`config.mk`:
```
export PLATFORM = sky130hd
export DESIGN_NAME = alu_core_pipe
export DESIGN_NICKNAME = d
export VERILOG_FILES = /design/src/rtl/alu4cpu_pkg.sv /design/src/rtl/alu_mul_iter.sv /design/src/rtl/alu_core_pipe.sv
export SDC_FILE = /design/constraint.sdc
export NUM_CORES = 2
export LEC_CHECK = 0
export CORE_MARGIN = 4
export CORE_UTILIZATION = 50
export CTS_CLUSTER_SIZE = 24
export DETAILED_ROUTE_END_ITERATION = 8
export PLACE_DENSITY = 0.66
export SYNTH_ARGS = -nofsm -noshare
export SYNTH_HDL_FRONTEND = slang
export SYNTH_SLANG_ARGS = --single-unit
```
`constraint.sdc`:
```
create_clock -name clk -period 55.1 [get_ports clk]
set_input_delay 13.775 -clock clk [delete_from_list [all_inputs] [get_ports clk]]
set_output_delay 13.775 -clock clk [all_outputs]
set_load 0.05 [all_outputs]
```
`src/rtl/alu4cpu_pkg.sv`:
```
// Shared definitions for the pipelined ALU core:
// opcodes, instruction field positions, flag indices.
package alu4cpu_pkg;

  localparam int OP_LSB  = 26;
  localparam int OP_W    = 6;
  localparam int RD_LSB  = 21;
  localparam int RS_LSB  = 16;
  localparam int RT_LSB  = 11;
  localparam int IMM_LSB = 0;
  localparam int IMM_W   = 16;

  localparam logic [5:0] OP_NOP  = 6'b000000;
  localparam logic [5:0] OP_NOT  = 6'b010000;
  localparam logic [5:0] OP_AND  = 6'b010100;
  localparam logic [5:0] OP_OR   = 6'b010101;
  localparam logic [5:0] OP_XOR  = 6'b010110;
  localparam logic [5:0] OP_ADD  = 6'b010111;
  localparam logic [5:0] OP_SUB  = 6'b011000;
  localparam logic [5:0] OP_MOV  = 6'b011001;
  localparam logic [5:0] OP_SHL  = 6'b011010;
  localparam logic [5:0] OP_SUBI = 6'b011011;
  localparam logic [5:0] OP_SHR  = 6'b011100;
  localparam logic [5:0] OP_ADDI = 6'b011101;
  localparam logic [5:0] OP_MUL  = 6'b011110;
  localparam logic [5:0] OP_SLTI = 6'b011111;

  localparam int FLAG_N = 3;
  localparam int FLAG_Z = 2;
  localparam int FLAG_C = 1;
  localparam int FLAG_V = 0;

  typedef enum logic [1:0] {
    MUL_IDLE,
    MUL_RUN,
    MUL_DONE
  } mul_state_e;

endpackage

```
`src/rtl/alu_mul_iter.sv`:
```
// Iterative shift-add multiplier, one partial product
// per cycle; the load edge already folds in bit 0.
module alu_mul_iter
  import alu4cpu_pkg::*;
#(
  parameter int XLEN = 32
) (
  input  logic            clk,
  input  logic            rst,
  input  logic            start,
  input  logic [XLEN-1:0] a,
  input  logic [XLEN-1:0] b,
  output logic            busy,
  output logic            done,
  output logic [XLEN-1:0] product
);

  localparam int CW = $clog2(XLEN) + 1;

  mul_state_e      state_q, state_d;
  logic [XLEN-1:0] acc_q, acc_d;
  logic [XLEN-1:0] a_q, a_d;
  logic [XLEN-1:0] b_q, b_d;
  logic [CW-1:0]   cnt_q, cnt_d;

  always_comb begin
    state_d = state_q;
    acc_d   = acc_q;
    a_d     = a_q;
    b_d     = b_q;
    cnt_d   = cnt_q;
    unique case (state_q)
      MUL_IDLE: begin
        if (start) begin
          acc_d   = b[0] ? a : '0;
          a_d     = a << 1;
          b_d     = b >> 1;
          cnt_d   = CW'(1);
          state_d = MUL_RUN;
        end
      end
      MUL_RUN: begin
        acc_d = acc_q + (b_q[0] ? a_q : '0);
        a_d   = a_q << 1;
        b_d   = b_q >> 1;
        cnt_d = cnt_q + CW'(1);
        if (cnt_q == CW'(XLEN - 1)) begin
          state_d = MUL_DONE;
        end
      end
      MUL_DONE: state_d = MUL_IDLE;
      default:  state_d = MUL_IDLE;
    endcase
  end

  always_ff @(posedge clk or posedge rst) begin
    if (rst) begin
      state_q <= MUL_IDLE;
      acc_q   <= '0;
      a_q     <= '0;
      b_q     <= '0;
      cnt_q   <= '0;
    end else begin
      state_q <= state_d;
      acc_q   <= acc_d;
      a_q     <= a_d;
      b_q     <= b_d;
      cnt_q   <= cnt_d;
    end
  end

  assign busy    = (state_q != MUL_IDLE);
  assign done    = (state_q == MUL_DONE);
  assign product = acc_q;

endmodule

```
`src/rtl/alu_core_pipe.sv`:
```
// Two-stage ALU core: E1 holds decoded operands,
// E2 executes and writes back, with result bypass.
module alu_core_pipe
  import alu4cpu_pkg::*;
#(
  parameter int XLEN   = 32,
  parameter int NREGS  = 32,
  parameter int MUL_EN = 1
) (
  input  logic                     clk,
  input  logic                     rst,
  input  logic [31:0]              instr,
  input  logic                     instr_valid,
  output logic                     instr_ready,
  output logic [XLEN-1:0]          out,
  output logic                     out_valid,
  output logic [$clog2(NREGS)-1:0] out_rd,
  output logic [3:0]               flags,
  output logic                     illegal,
  output logic                     busy
);

  localparam int RA_W = $clog2(NREGS);
  localparam int SH_W = $clog2(XLEN);
  localparam int MSB  = XLEN - 1;

  logic [XLEN-1:0] rf_q [NREGS];

  logic            e1_valid_q;
  logic [5:0]      e1_op_q;
  logic [RA_W-1:0] e1_rd_q;
  logic [XLEN-1:0] e1_imm_q;
  logic [XLEN-1:0] e1_a_q;
  logic [XLEN-1:0] e1_b_q;

  logic [XLEN-1:0] out_q;
  logic            out_valid_q;
  logic [RA_W-1:0] out_rd_q;
  logic [3:0]      flags_q;
  logic            illegal_q;
  logic [RA_W-1:0] mul_rd_q;

  logic            accept;
  logic [5:0]      f_op;
  logic [RA_W-1:0] f_rd, f_rs, f_rt;
  logic [XLEN-1:0] f_imm;
  logic [XLEN-1:0] rs_val, rt_val;

  logic [XLEN-1:0] ex_res;
  logic            ex_wr, ex_ill, ex_mul;
  logic [1:0]      ex_cv;
  logic [XLEN-1:0] op_b;
  logic [XLEN:0]   sum_w, dif_w;
  logic            add_v, sub_v;

  logic            wb_en;
  logic [RA_W-1:0] wb_rd;
  logic [XLEN-1:0] wb_data;
  logic [1:0]      wb_cv;

  logic            mul_start, mul_busy;
  logic            mul_done;
  logic [XLEN-1:0] mul_prod;

  logic signed [IMM_W-1:0] imm16;

  assign f_op  = instr[OP_LSB +: OP_W];
  assign f_rd  = instr[RD_LSB +: RA_W];
  assign f_rs  = instr[RS_LSB +: RA_W];
  assign f_rt  = instr[RT_LSB +: RA_W];
  assign imm16 = instr[IMM_LSB +: IMM_W];
  assign f_imm = XLEN'(imm16);

  // Front end stalls from MUL decode until the DONE cycle
  assign instr_ready = !rst
                    && !(e1_valid_q && ex_mul)
                    && !(mul_busy && !mul_done);
  assign accept = instr_valid && instr_ready;

  always_comb begin
    rs_val = rf_q[f_rs];
    if (f_rs == '0) begin
      rs_val = '0;
    end else if (wb_en && wb_rd == f_rs) begin
      rs_val = wb_data;
    end
    rt_val = rf_q[f_rt];
    if (f_rt == '0) begin
      rt_val = '0;
    end else if (wb_en && wb_rd == f_rt) begin
      rt_val = wb_data;
    end
  end

  always_comb begin
    op_b = e1_b_q;
    if (e1_op_q == OP_ADDI || e1_op_q == OP_SUBI) begin
      op_b = e1_imm_q;
    end
    sum_w = {1'b0, e1_a_q} + {1'b0, op_b};
    dif_w = {1'b0, e1_a_q} + {1'b0, ~op_b}
          + (XLEN + 1)'(1);
    add_v = (e1_a_q[MSB] == op_b[MSB])
         && (sum_w[MSB] != e1_a_q[MSB]);
    sub_v = (e1_a_q[MSB] != op_b[MSB])
         && (dif_w[MSB] != e1_a_q[MSB]);
  end

  always_comb begin
    ex_res = '0;
    ex_wr  = 1'b0;
    ex_cv  = 2'b00;
    ex_ill = 1'b0;
    ex_mul = 1'b0;
    if (e1_valid_q) begin
      unique case (e1_op_q)
        OP_NOP: ;
        OP_NOT: begin
          ex_res = ~e1_a_q;
          ex_wr  = 1'b1;
        end
        OP_AND: begin
          ex_res = e1_a_q & e1_b_q;
          ex_wr  = 1'b1;
        end
        OP_OR: begin
          ex_res = e1_a_q | e1_b_q;
          ex_wr  = 1'b1;
        end
        OP_XOR: begin
          ex_res = e1_a_q ^ e1_b_q;
          ex_wr  = 1'b1;
        end
        OP_ADD, OP_ADDI: begin
          ex_res = sum_w[MSB:0];
          ex_cv  = {sum_w[XLEN], add_v};
          ex_wr  = 1'b1;
        end
        OP_SUB, OP_SUBI: begin
          ex_res = dif_w[MSB:0];
          ex_cv  = {dif_w[XLEN], sub_v};
          ex_wr  = 1'b1;
        end
        OP_MOV: begin
          ex_res = e1_a_q;
          ex_wr  = 1'b1;
        end
        OP_SHL: begin
          ex_res = e1_a_q << e1_imm_q[SH_W-1:0];
          ex_wr  = 1'b1;
        end
        OP_SHR: begin
          ex_res = e1_a_q >> e1_imm_q[SH_W-1:0];
          ex_wr  = 1'b1;
        end
        OP_SLTI: begin
          ex_res = XLEN'($signed(e1_a_q)
                 < $signed(e1_imm_q));
          ex_wr  = 1'b1;
        end
        OP_MUL: begin
          if (MUL_EN != 0) ex_mul = 1'b1;
          else             ex_ill = 1'b1;
        end
        default: ex_ill = 1'b1;
      endcase
    end
  end

  assign mul_start = e1_valid_q && ex_mul;

  alu_mul_iter #(
    .XLEN(XLEN)
  ) u_mul (
    .clk    (clk),
    .rst    (rst),
    .start  (mul_start),
    .a      (e1_a_q),
    .b      (e1_b_q),
    .busy   (mul_busy),
    .done   (mul_done),
    .product(mul_prod)
  );

  assign wb_en   = mul_done || ex_wr;
  assign wb_rd   = mul_done ? mul_rd_q : e1_rd_q;
  assign wb_data = mul_done ? mul_prod : ex_res;
  assign wb_cv   = mul_done ? 2'b00 : ex_cv;

  always_ff @(posedge clk or posedge rst) begin
    if (rst) begin
      e1_valid_q <= 1'b0;
      e1_op_q    <= OP_NOP;
      e1_rd_q    <= '0;
      e1_imm_q   <= '0;
      e1_a_q     <= '0;
      e1_b_q     <= '0;
      mul_rd_q   <= '0;
    end else begin
      e1_valid_q <= accept;
      if (accept) begin
        e1_op_q  <= f_op;
        e1_rd_q  <= f_rd;
        e1_imm_q <= f_imm;
        e1_a_q   <= rs_val;
        e1_b_q   <= rt_val;
      end
      if (mul_start) begin
        mul_rd_q <= e1_rd_q;
      end
    end
  end

  always_ff @(posedge clk or posedge rst) begin
    if (rst) begin
      for (int i = 0; i < NREGS; i++) begin
        rf_q[i] <= '0;
      end
      out_q       <= '0;
      out_valid_q <= 1'b0;
      out_rd_q    <= '0;
      flags_q     <= 4'b0000;
      illegal_q   <= 1'b0;
    end else begin
      out_valid_q <= wb_en;
      illegal_q   <= e1_valid_q && ex_ill;
      if (wb_en) begin
        out_q    <= wb_data;
        out_rd_q <= wb_rd;
        flags_q[FLAG_N] <= wb_data[MSB];
        flags_q[FLAG_Z] <= (wb_data == '0);
        flags_q[FLAG_C] <= wb_cv[1];
        flags_q[FLAG_V] <= wb_cv[0];
        if (wb_rd != '0) begin
          rf_q[wb_rd] <= wb_data;
        end
      end
    end
  end

  assign out       = out_q;
  assign out_valid = out_valid_q;
  assign out_rd    = out_rd_q;
  assign flags     = flags_q;
  assign illegal   = illegal_q;
  assign busy      = mul_busy;

endmodule

```
==> metrics.txt <==
# TYPE chip_impl_metric gauge
chip_impl_metric{name="globalRoute.totalOverflow",unit=""} 0
chip_impl_metric{name="worstRegToRegCells",unit=""} 19
chip_impl_metric{name="dr_wl_met2",unit="mm"} 123
chip_impl_metric{name="num-nets-final",unit=""} 7477
chip_impl_metric{name="clock_path_buffers",unit=""} 3
chip_impl_metric{name="hold-path-cell-count",unit=""} 0
chip_impl_info{name="outcome",value="completed"} 1
chip_impl_metric{name="post_cts_hold_buffer_count",unit=""} 0
chip_impl_metric{name="cp.required",unit="ps"} 41330
chip_impl_metric{name="max_clock_freq",unit="GHz"} 0.0343
chip_impl_metric{name="detail_route.drc_violations",unit=""} 0
chip_impl_info{name="clock-root-buffer",value="sky130_fd_sc_hd__clkbuf_16"} 1
chip_impl_info{name="largest_cells_by_area_after_synthesis",value="sky130_fd_sc_hd__dfrtp_1, sky130_fd_sc_hd__mux4_2, sky130_fd_sc_hd__nand2_1"} 1
chip_impl_info{name="top_sig_layer",value="met4"} 1
chip_impl_metric{name="place_worst_setup_slack",unit="ps"} 25890
chip_impl_metric{name="finish.instance_area",unit="sq mm"} 0.0837
chip_impl_metric{name="path_clk_slew",unit="ps"} 60
chip_impl_metric{name="cts-buffers-inserted",unit=""} 142
chip_impl_metric{name="grt_max_degree",unit=""} 171
chip_impl_metric{name="cp_data_arrival_time",unit="ps"} 15410
chip_impl_metric{name="fp.dieW",unit="um"} 399
chip_impl_metric{name="via_count",unit=""} 61788
chip_impl_metric{name="synth.ff_latch_count",unit=""} 1265
chip_impl_metric{name="detailroute.wirelength.met3",unit="mm"} 26.4
chip_impl_metric{name="power.share.clock",unit="%"} 37.3
chip_impl_metric{name="p_sw",unit="uW"} 893
chip_impl_metric{name="timing_worst_slew_pin_value",unit="ps"} 1310
chip_impl_metric{name="htree_levels",unit=""} 4
chip_impl_metric{name="finalSetupViolations",unit=""} 0
chip_impl_metric{name="portion_of_the_post_synthesis_area_used_by_sequential_elements",unit="%"} 41.5
chip_impl_metric{name="grt_pass1_wl",unit="mm"} 407
chip_impl_metric{name="util_after_layout",unit="%"} 55.2
chip_impl_metric{name="fraction_of_the_mapped_netlist_area_in_compound_gates",unit="%"} 12.5
chip_impl_metric{name="initialDrtViolationCount",unit=""} 7367
chip_impl_metric{name="power.share.combinational",unit="%"} 23.2
chip_impl_metric{name="postRouteAntennaNets",unit=""} 0
chip_impl_metric{name="yosys.area_share.adder",unit="%"} 3.33
chip_impl_metric{name="firstDrtPassIters",unit=""} 9
chip_impl_metric{name="synth.net_count",unit=""} 7763
chip_impl_info{name="tritoncts",value="yes"} 1
chip_impl_metric{name="total_leakage_power",unit="nW"} 36.6
chip_impl_metric{name="dieArea",unit="sq mm"} 0.159
chip_impl_metric{name="syn-instance-count",unit=""} 7527
chip_impl_metric{name="async_flop_share",unit="%"} 100
chip_impl_metric{name="timing.final.crit_period",unit="ps"} 29180
chip_impl_metric{name="maxSlewHeadroom",unit="%"} 11.6
chip_impl_info{name="mostFrequentLayoutCell",value="sky130_fd_sc_hd__nand2_1"} 1
chip_impl_info{name="endpoint_kind",value="output pin"} 1
chip_impl_metric{name="synth-simple-area-share",unit="%"} 13.8
chip_impl_metric{name="synth-edff-count",unit=""} 0
chip_impl_metric{name="postSynthAreaPerCell",unit="sq um"} 10.1
chip_impl_metric{name="port_buffers",unit=""} 79
chip_impl_metric{name="post_dp_cell_area",unit="sq mm"} 0.0789
chip_impl_metric{name="yosys_warnings",unit=""} 0
chip_impl_metric{name="floorplan.die.height",unit="um"} 399
chip_impl_info{name="unrepaired_setup_endpoints_after_global_routing",value="false"} 1
chip_impl_metric{name="dp_cells",unit=""} 9127
chip_impl_info{name="yosys.area.top_type",value="sky130_fd_sc_hd__dfrtp_1"} 1
chip_impl_metric{name="finish.cell_count_without_fillers",unit=""} 9384
chip_impl_metric{name="drive_gt1_share",unit="%"} 18.7
chip_impl_info{name="final_cell_mix",value="sky130_fd_sc_hd__nand2_1, sky130_fd_sc_hd__dfrtp_1, sky130_fd_sc_hd__o21ai_0"} 1
chip_impl_metric{name="internal_power",unit="mW"} 1.75
chip_impl_metric{name="routed_wire_length",unit="mm"} 273
chip_impl_metric{name="peakVddDrop",unit="mV"} 0.0380
chip_impl_info{name="nature_of_the_critical_path_startpoint",value="primary input"} 1
chip_impl_metric{name="cts_repair_resize_count",unit=""} 0
chip_impl_metric{name="floorplan.initialDensity",unit="%"} 50.3
chip_impl_metric{name="worst_skew_pair_latency",unit="ps"} 800
chip_impl_info{name="synth-main-ff-cell",value="sky130_fd_sc_hd__dfrtp_1"} 1
chip_impl_metric{name="power_switching_share",unit="%"} 33.7
chip_impl_metric{name="core_region_area",unit="sq mm"} 0.152
chip_impl_info{name="crit_type",value="primary input to output pin"} 1
chip_impl_info{name="holdCritPathClass",value="flop to flop"} 1
chip_impl_metric{name="report.power.total",unit="mW"} 2.65
chip_impl_metric{name="first_global_vias",unit=""} 60823
chip_impl_metric{name="yosys.cell_types.count",unit=""} 94
chip_impl_metric{name="synth.area.mux_share",unit="%"} 23.7
chip_impl_info{name="synth_top_family_by_area",value="multiplexers"} 1
chip_impl_metric{name="final_critical_path_setup_slack",unit="ps"} 25920
chip_impl_metric{name="via_per_inst",unit=""} 6.58
chip_impl_metric{name="post-synth-top-area-fraction",unit="%"} 41.5
chip_impl_metric{name="cts_post_setup_buffers_inserted",unit=""} 0
chip_impl_metric{name="globalRouteTotalUtil",unit="%"} 34.5
chip_impl_metric{name="cts.sink_count",unit=""} 1265
chip_impl_metric{name="timing.max_cap.violations",unit=""} 0
chip_impl_metric{name="report.final.slew_viol_count",unit=""} 0
chip_impl_metric{name="seq_power_share",unit="%"} 39.5
chip_impl_metric{name="area.growth.synth_to_final",unit="%"} 9.79
chip_impl_metric{name="floorplan.io_pins",unit=""} 80
chip_impl_metric{name="finClkSkew",unit="ps"} 39.1
chip_impl_metric{name="finalWeightedCongestion",unit=""} 1.03
chip_impl_metric{name="drt-met1-wl",unit="mm"} 108
chip_impl_metric{name="critical_path.max_fanout",unit=""} 2
chip_impl_metric{name="power_density_over_the_cells",unit="mW/mm^2"} 31.6
chip_impl_metric{name="hold_violations",unit=""} 0
chip_impl_metric{name="timing.hold.ws",unit="ps"} 393
chip_impl_metric{name="synth-xor-area-share",unit="%"} 0.724
chip_impl_metric{name="core.rowCount",unit=""} 143
chip_impl_metric{name="final.period_utilization",unit="%"} 53.0
chip_impl_metric{name="grt_antenna_before_repair",unit=""} 7
chip_impl_metric{name="dp_hpwl",unit="mm"} 173
chip_impl_metric{name="totalNegativeSetupSlack",unit="ps"} 0
chip_impl_metric{name="wl_per_cell",unit="um"} 29.1
chip_impl_metric{name="syn-cell-area",unit="sq mm"} 0.0763
[cell usage after synthesis, types with 20 or more instances]
cell type	count
sky130_fd_sc_hd__nand2_1	2011
sky130_fd_sc_hd__dfrtp_1	1265
sky130_fd_sc_hd__o21ai_0	818
sky130_fd_sc_hd__mux4_2	692
sky130_fd_sc_hd__clkbuf_1	573
sky130_fd_sc_hd__nor2_1	298
sky130_fd_sc_hd__ha_1	198
sky130_fd_sc_hd__a21oi_1	165
sky130_fd_sc_hd__inv_1	158
sky130_fd_sc_hd__mux2_2	127
sky130_fd_sc_hd__mux2i_1	95
sky130_fd_sc_hd__a31oi_1	89
sky130_fd_sc_hd__buf_1	76
sky130_fd_sc_hd__o21ai_1	76
sky130_fd_sc_hd__a21o_1	73
sky130_fd_sc_hd__nor3_1	66
sky130_fd_sc_hd__o211ai_1	64
sky130_fd_sc_hd__nand3_1	54
sky130_fd_sc_hd__and2_1	39
sky130_fd_sc_hd__xnor2_1	39
sky130_fd_sc_hd__a211oi_1	36
sky130_fd_sc_hd__buf_2	30
sky130_fd_sc_hd__a22oi_1	29
sky130_fd_sc_hd__xor2_1	24
sky130_fd_sc_hd__nand2b_1	23
sky130_fd_sc_hd__a221oi_1	20
[metal layers]
layer	vias to the layer above	track usage, %
li1	26385	-
met1	31396	47.1
met2	3211	52.6
met3	796	7.89
met4	0	16.8
met5	-	0
[cell type report]
type / instances / area [sq um]
Sequential cell: 1265 / 31700
Inverter: 165 / 628
Antenna cell: 1 / 2.50
Timing Repair Buffer: 266 / 2240
Fill cell: 13169 / 68000
Clock inverter: 52 / 713
Clock buffer: 204 / 4160
Tap cell: 2030 / 2540
Multi-Input combinational cell: 5401 / 41800
[path summary, 6_finish.rpt]
check                                 from  slack, ps       endpoint
worst max-delay path                   rst      25920    instr_ready
worst min-delay path            rf_q[1017]        390     rf_q[1017]
worst max register to register  e1_op_q[1]      48000       flags[2]
worst min register to register  rf_q[1017]        390     rf_q[1017]
max in group asynchronous              rst      37520      rf_q[584]
min in group asynchronous              rst      13580  u_mul.b_q[27]
[sequential cells by signal (all words and copies together) (netlist names), 2 cells and up]
signal / count
u_mul.product: 32
u_mul.a_q: 31
e1_op_q: 6
flags: 3
e1_rd_q: 5
u_mul.state_q: 2
out_rd: 5
e1_b_q: 32
out: 32
u_mul.cnt_q: 6
e1_imm_q: 16
mul_rd_q: 5
e1_a_q: 32
rf_q: 1024
u_mul.b_q: 31
[power by group through the flow]
stage / clock, mW / sequential (mW) / combinational, mW
finish: 0.988 / 1.05 / 0.614
global route: 1.04 / 1.05 / 0.657
CTS: 1.00 / 1.04 / 0.604
detailed placement: 0 / 1.06 / 0.602
global placement: 0 / 1.06 / 0.595
floorplan: 0 / 1.06 / 0.404
[critical path, stage by stage]
cell	delay [ps]
sky130_fd_sc_hd__clkdlybuf4s50_1	510
sky130_fd_sc_hd__nor3_1	270
sky130_fd_sc_hd__clkdlybuf4s50_1	850
[cells by family (layout without fill, tap and decap cells)]
family,count (synthesis),count (layout)
other,0,1
adder cells (fa/ha/maj),201,201
AND/OR/NAND/NOR,2622,2622
AO/OA/AOI/OAI,1592,1592
multiplexers,923,923
XOR/XNOR,63,63
buffers and inverters,861,687
flip-flops,1265,1265
Note: power is estimated with default switching activity, not from simulation.
